**src/rtl/ram_sw_pkg.sv**
```systemverilog
// Shared FSM encoding and write-counter limit for the RAM switch controller.
package ram_sw_pkg;

  typedef enum logic [1:0] {
    IDLE  = 2'd0,
    WRITE = 2'd1,
    SCAN  = 2'd2
  } state_t;

  localparam logic [7:0] WR_COUNT_MAX = 8'd255;

  function automatic logic [7:0] sat_inc(input logic [7:0] v);
    return (v == WR_COUNT_MAX) ? v : v + 8'd1;
  endfunction

endpackage

```
**src/rtl/key_debounce.sv**
```systemverilog
// Push-button conditioning: two-flop synchroniser, stable-count debounce,
// and a one-cycle press pulse on the debounced falling edge.
module key_debounce #(
  parameter int DEB_CYC = 500000
) (
  input  logic clk,
  input  logic rst,
  input  logic key_n,
  output logic press
);

  localparam int CW = $clog2(DEB_CYC + 1);

  logic [1:0]    sync;
  logic          level;
  logic [CW-1:0] cnt;

  // cnt counts consecutive clocks where the synchronised input disagrees
  // with the accepted level; any return to agreement restarts it.
  always_ff @(posedge clk or posedge rst) begin
    if (rst) begin
      sync  <= 2'b11;
      level <= 1'b1;
      cnt   <= '0;
      press <= 1'b0;
    end else begin
      sync  <= {sync[0], key_n};
      press <= 1'b0;
      if (sync[1] == level) begin
        cnt <= '0;
      end else if (cnt == CW'(DEB_CYC - 1)) begin
        level <= sync[1];
        cnt   <= '0;
        press <= level & ~sync[1];
      end else begin
        cnt <= cnt + CW'(1);
      end
    end
  end

endmodule

```
**src/rtl/ram_sw_ctrl.sv**
```systemverilog
// Switch-driven RAM write controller with optional auto-scan display mode.
// Define RAM_SW_SCAN_EN to build the SCAN state and its tick counter.
module ram_sw_ctrl
  import ram_sw_pkg::*;
#(
  parameter int ADDR_W   = 5,
  parameter int DATA_W   = 8,
  parameter int DEB_CYC  = 500000,
  parameter int TICK_DIV = 25000000
) (
  input  logic              CLOCK_50,
  input  logic              reset,
  input  logic [ADDR_W-1:0] sw_addr,
  input  logic [DATA_W-1:0] sw_data,
  input  logic              key_wr_n,
  input  logic              mode,
  output logic [ADDR_W-1:0] ram_address,
  output logic [DATA_W-1:0] ram_data,
  output logic              ram_wren,
  output logic [7:0]        wr_count,
  output logic              scanning
);

  state_t            state;
  logic [ADDR_W-1:0] addr_q;
  logic [DATA_W-1:0] data_q;
  logic              press;

  key_debounce #(.DEB_CYC(DEB_CYC)) u_deb (
    .clk   (CLOCK_50),
    .rst   (reset),
    .key_n (key_wr_n),
    .press (press)
  );

  assign ram_address = (state == IDLE) ? sw_addr : addr_q;
  assign ram_data    = (state == IDLE) ? sw_data : data_q;

`ifdef RAM_SW_SCAN_EN
  localparam int TW = (TICK_DIV > 1) ? $clog2(TICK_DIV) : 1;
  logic [TW-1:0] tick;

  always_ff @(posedge CLOCK_50 or posedge reset) begin
    if (reset) begin
      state    <= IDLE;
      addr_q   <= '0;
      data_q   <= '0;
      ram_wren <= 1'b0;
      wr_count <= '0;
      scanning <= 1'b0;
      tick     <= '0;
    end else begin
      case (state)
        IDLE: begin
          // mode wins over a coincident press, which is simply dropped
          if (mode) begin
            state    <= SCAN;
            addr_q   <= '0;
            tick     <= '0;
            scanning <= 1'b1;
          end else if (press) begin
            state    <= WRITE;
            addr_q   <= sw_addr;
            data_q   <= sw_data;
            ram_wren <= 1'b1;
          end
        end
        WRITE: begin
          ram_wren <= 1'b0;
          wr_count <= sat_inc(wr_count);
          state    <= IDLE;
        end
        SCAN: begin
          if (tick == TW'(TICK_DIV - 1)) begin
            tick   <= '0;
            addr_q <= addr_q + ADDR_W'(1);
          end else begin
            tick <= tick + TW'(1);
          end
          if (!mode) begin
            state    <= IDLE;
            scanning <= 1'b0;
          end
        end
        default: state <= IDLE;
      endcase
    end
  end
`else
  logic unused_cfg;
  assign unused_cfg = mode ^ (TICK_DIV == 0);
  assign scanning   = 1'b0;

  always_ff @(posedge CLOCK_50 or posedge reset) begin
    if (reset) begin
      state    <= IDLE;
      addr_q   <= '0;
      data_q   <= '0;
      ram_wren <= 1'b0;
      wr_count <= '0;
    end else begin
      case (state)
        IDLE: begin
          if (press) begin
            state    <= WRITE;
            addr_q   <= sw_addr;
            data_q   <= sw_data;
            ram_wren <= 1'b1;
          end
        end
        WRITE: begin
          ram_wren <= 1'b0;
          wr_count <= sat_inc(wr_count);
          state    <= IDLE;
        end
        default: state <= IDLE;
      endcase
    end
  end
`endif

endmodule
```
**config.mk**
```make
export PLATFORM = sky130hd
export DESIGN_NAME = ram_sw_ctrl
export DESIGN_NICKNAME = d
export VERILOG_FILES = /design/src/rtl/ram_sw_pkg.sv /design/src/rtl/key_debounce.sv /design/src/rtl/ram_sw_ctrl.sv
export SDC_FILE = /design/constraint.sdc
export NUM_CORES = 1
export LEC_CHECK = 0
export ABC_CLOCK_PERIOD_IN_PS = 3100
export CAP_MARGIN = 20
export CORE_ASPECT_RATIO = 0.6
export CORE_MARGIN = 8
export CORE_UTILIZATION = 56
export DETAILED_ROUTE_END_ITERATION = 16
export GPL_TIMING_DRIVEN = 0
export MAX_ROUTING_LAYER = met4
export PLACE_DENSITY = 0.93
export SLEW_MARGIN = 0
export SYNTH_ARGS = -nofsm -noshare
export SYNTH_HDL_FRONTEND = slang
export SYNTH_SLANG_ARGS = --single-unit
```
**constraint.sdc**
```tcl
create_clock -name CLOCK_50 -period 3.1 [get_ports CLOCK_50]
set_clock_uncertainty 0.05 [all_clocks]
set_input_delay 0.31 -clock CLOCK_50 [delete_from_list [all_inputs] [get_ports CLOCK_50]]
set_output_delay 0.31 -clock CLOCK_50 [all_outputs]
set_load 0.005 [all_outputs]
```
Yosys cells after proc, flatten, opt, wreduce, memory -nomap -nowiden
Index checks and enable logic that the tools add are counted.
{"block": "totals", "ff_bits": 47, "latchBits": 0, "ram_bits": 0, "mem_bits_ro": 0, "inputBits": 17, "out_inout_bits": 23, "word_cells": 36, "mem_count": 0}
{"block": "classes", "addsub": 2, "multipliers": 0, "div": 0, "n_lt_le_gt_ge": 0, "eq_ne": 5, "shift": 0, "mux": 10, "n_bitwise": 4, "reduce_logical": 6}
{"operator": "$mux W19", "count": 2}
{"operator": "$add A19 B1 Y19 const B", "count": 1}
{"operator": "$eq A19 B19 Y1 const B", "count": 1}
{"operator": "$add A8 B1 Y8 const B", "count": 1}
{"operator": "$eq A8 B8 Y1 const B", "count": 1}
{"operator": "$mux W8", "count": 1}
{"operator": "$reduce_and A2 Y1", "count": 4}
{"operator": "$mux W5", "count": 1}
{"operator": "$mux W2", "count": 2}
{"operator": "$mux W1", "count": 3}
{"operator": "$not A1 Y1", "count": 3}
{"operator": "$eq A2 B1 Y1 const B", "count": 1}
{"operator": "$logic_not A2 Y1", "count": 1}
{"operator": "$ne A2 B1 Y1 const B", "count": 1}
{"operator": "$pmux W1 S2", "count": 1}
{"operator": "$reduce_bool A2 Y1", "count": 1}
{"operator": "$and A1 B1 Y1", "count": 1}
{"operator": "$eq A1 B1 Y1", "count": 1}

Longest topological paths before layout
{"block": "depth", "depth_word": 4, "depth_mapped": 6, "ltp_nobuf": 5}

By module
From an unflattened synthesis, not the netlist that was laid out.
{"block": "hier_totals", "hier_cells": 187, "area_unflattened_um2": 2285.9}
{"mod": "ram_sw_ctrl", "instances": 1, "cells_per_inst": 81, "area_each_um2": 1144.8}
{"mod": "key_debounce", "instances": 1, "cells_per_inst": 106, "area_each_um2": 1141.1}

Worst setup path before layout
Ideal clock, no wire load.
{"block": "synth_path", "path_kind": "reg2reg", "startpoint": "register u_deb.cnt[0]", "endpoint": "register u_deb.cnt[18]", "setup_time_ns": 0.120, "t_arrival_ns": 1.549, "required_ns": 2.930, "setup_slack_ns": 1.381, "stages_incl_launch_ff": 6, "path_buffers": 0, "synth_period_minus_slack_ns": 1.719, "path_cell_list": "dfrtp_1 -> ha_1 -> nand4_1 -> nor4_1 -> mux2i_1 -> nor2_1"}
{"block": "synth_between", "elab_chain_len": 3, "word_cells_on_any_way": 4, "cone_classes": "add/sub: 1; eq/ne: 1; mux: 2"}
{"item": "from (decl)", "line": "key_debounce.sv:16", "rtl": "logic [CW-1:0] cnt;"}
{"item": "from (signal assigned)", "line": "key_debounce.sv:36", "rtl": "cnt <= cnt + CW'(1);"}
{"item": "$add A19 B1 Y19 or $eq A19 B19 Y1 (tied branches)", "line": "key_debounce.sv:36, key_debounce.sv:31"}
{"item": "$mux W19 *", "line": "key_debounce.sv:31", "rtl": "end else if (cnt == CW'(DEB_CYC - 1)) begin"}
{"item": "$mux W19 *", "line": "key_debounce.sv:29", "rtl": "if (sync[1] == level) begin"}
Every way passes the cells marked *; elsewhere a longest branch is shown, timed or not.
A chain may end at the register's enable or synchronous reset.

==> metrics.yaml <==
status:
  status: "finished clean"
detailed_routing:
  drc_errors: 0
  via_per_inst: 5.627
  initialDrtViolationCount: 130
  wl_per_cell_um: 16.89
  top_layer_used: "met4"
  drtPass1Iterations: 4
  met2_length_um: 2148
  met3_length_um: 406
  met1Wirelength_um: 2312
  ant_nets: 0
  drt-total-wl_um: 4931
  num_vias: 1643
finish:
  nNetsFinal: 265
  syn2layout_area_growth_pct: 25.10
  num_antenna_cells: 0
  fin_cells: 292
  drive_gt1_share_pct: 20.00
  fill_cells: 269
worst_setup_path:
  crit_arrival_ps: 2470
  r2r_start: "ram_wren"
  cp_max_fo: 10
  path_cells: "clkbuf_1 -> clkbuf_1 -> mux2_2 -> clkdlybuf4s50_1"
  critPathKind: "reg -> out"
  slowest_delay_ps: 480
  end_kind: "output port"
  startpoint: "ram_wren"
  critPathRequiredTime_ps: 2740
  cp_slowest_cell: "clkbuf_1"
  rrSetupSlack_ps: 1040
  cp-start-kind: "flop"
  r2r_end: "addr_q[4]"
  crit_end: "ram_data[1]"
  cpMostUsedCell: "clkbuf_1"
  reg2reg_depth: 5
global_routing:
  grt_max_degree: 46
  grt_pass1_wl_um: 7997
  grt_use_total_pct: 16.32
  antenna_found_initial: 0
  overflow: 0
  grt_pass1_vias: 1579
yosys:
  yosys_register_bits: 45
  syn_nets: 221
  synth_edf_count: 0
  syn_area_sq_um: 2243
  seq_area_frac_synth_pct: 50.36
  synth.most_common_cell: "dfrtp_1"
  synth_cell_types: 39
  yosysTopAreaCellShare_pct: 46.85
  synth_area_leaders: "dfrtp_1, mux2_2, dfstp_2"
  ys_top_cells_by_count: "dfrtp_1, mux2_2, nor2_1"
  yosys_most_used_dff: "dfrtp_1"
  yosysWarnings: 0
  yosys.area.top_type: "dfrtp_1"
  syn_avg_cell_area_sq_um: 11.22
  synthCells: 200
  async_flop_share_pct: 100.0
clocking:
  numCtsBuffers: 5
  cts_resized: 0
  cts_hold_buf: 0
  cts_sinks: 45
  ctsHtreeMaxLevel: 2
  postCtsSetupBuffers: 0
  path_clk_slew_ps: 80
  clk_path_buf_depth: 2
  clk_latency_ps: 310
  cts_tree: "yes"
  cts-root-buf: "clkbuf_8"
die:
  die_w_um: 97.71
  fp-row-count: 17
  dieArea_sq_um: 6354
  die_h_um: 65.03
  pin_count: 40
  core-area_sq_um: 3765
  start_util_pct: 59.59
pwr:
  cellLeakagePower_nw: 1.182
  power_density_nw_per_um2: 432.7
  irDropWorstVdd_mv: 0.4013
  p_sw_mw: 0.2453
  netSwitchingFraction_pct: 20.20
  p_comb_share_pct: 6.8
  clkPwrFrac_pct: 43.0
  internal_power_mw: 0.9691
  pwr-share-seq_pct: 50.2
sta:
  setup_ws_ps: 270.4
  min_period_ps: 2830
  slew_viol_final: 0
  slew_headroom_pct: 37.98
  setup_viol_count_final: 0
  holdWs_ps: 308.8
  fin_crit_sh_pct: 91.28
  tns_ps: 0
  tightest_slew_ps: 928.9
  fmaxAchievable_mhz: 353.4
  rsz0062_at_grt: "no"
  hold_viol: 0
placement:
  dp_hpwl_um: 3592
  numPortBuffers: 37
  place_ws_ps: 609.6
  gp_congestion: 0.9242
  post-place-cells: 284
hold_path:
  hold_class: "reg -> reg"
flow_run:
  maxCapViolations: 0
## sequential cells by signal, summed over array words and instances (netlist names)
register     flops
u_deb.sync       2
wr_count         8
u_deb.cnt       19
u_deb.level      1
ram_wren         1
addr_q           5
data_q           8
u_deb.press      1
## power by group through the flow
stage / Combinational (mW) / Sequential (mW) / Clock [mW]
floorplan: 0.0368 / 0.619 / 0
global placement: 0.0802 / 0.620 / 0
detailed placement: 0.0830 / 0.621 / 0
CTS: 0.0839 / 0.610 / 0.530
global route: 0.0901 / 0.612 / 0.553
finish: 0.0820 / 0.610 / 0.522
## final cells by class
class / count / area [sq um] / area share, %
inverter: 9 / 33.78 / 1.204
sequential: 45 / 1130 / 40.26
buffer: 8 / 45.04 / 1.605
tap: 47 / 58.81 / 2.095
clock inverter: 3 / 65.06 / 2.318
clock buffer: 5 / 68.82 / 2.452
multi-input combinational: 138 / 1035 / 36.87
timing repair buffer: 37 / 370.4 / 13.20
## critical path, delay by kind of cell (launching register included)
kind	cells	cell delay, ps
multiplexers	1	390
buffers and inverters	3	1410
flip-flops	1	360
## through the flow
stage                     area (sq um)  power, mW  util, %
after detailed placement          2673     0.7043    70.99
final                             2806      1.214    74.54
after floorplan                   2243     0.6554        -
after global routing              2806      1.255    74.54
after CTS                         2806      1.224    74.54
after global placement            2673     0.7003    70.99
## kinds of logic after synthesis
| logic type | Yosys count | synth area share (%) |
|---|---|---|
| AOI/OAI and AO/OA | 13 | 4.183 |
| xor gates and xnor gates | 18 | 7.028 |
| adders and majority gates | 4 | 2.231 |
| buffers and inverters | 17 | 3.513 |
| DFF | 45 | 50.36 |
| muxes | 29 | 14.45 |
| other | 1 | 0.1672 |
| and+or+nand+nor | 73 | 18.07 |
## layer usage
layer | up-vias | track usage [%]
li1 | 788 | -
met1 | 776 | 22.19
met2 | 70 | 22.26
met3 | 9 | 4.153
met4 | 0 | 7.129
met5 | - | -
## worst min path at each step
| stage | start | endpoint | slack (ps) | cells past startpoint |
|---|---|---|---|---|
| 4_1_cts | u_deb.sync[0] | u_deb.sync[1] | 310 | 0 |
| 5_1_grt | u_deb.sync[0] | u_deb.sync[1] | 320 | 0 |
| 3_5_place_dp | u_deb.sync[0] | u_deb.sync[1] | 300 | 0 |
| 3_3_place_gp | u_deb.sync[0] | u_deb.sync[1] | 300 | 0 |
| 2_1_floorplan | key_wr_n | u_deb.sync[0] | 260 | 0 |
| 6_report | u_deb.sync[0] | u_deb.sync[1] | 310 | 0 |
## cells in the final DEF (no fill, tap or decap), types with 2 or more instances in the layout
cell type,count
a41o_1,2
xor2_1,9
nor4_1,6
buf_4,3
inv_1,8
and4_1,3
mux2_2,27
nor2_1,19
bufinv_16,2
nand4_1,3
mux2i_1,2
dfstp_2,3
nor3_1,5
a21oi_1,3
or2_1,3
clkbuf_1,2
nand4_2,2
clkdlybuf4s50_1,37
ha_1,4
xnor2_1,9
or3_1,2
buf_2,3
nand2_1,10
dfrtp_1,42
o31ai_1,2
or4_1,2
clkbuf_8,5
nand3_1,11
No activity file was read; power rests on OpenSTA's default activity.
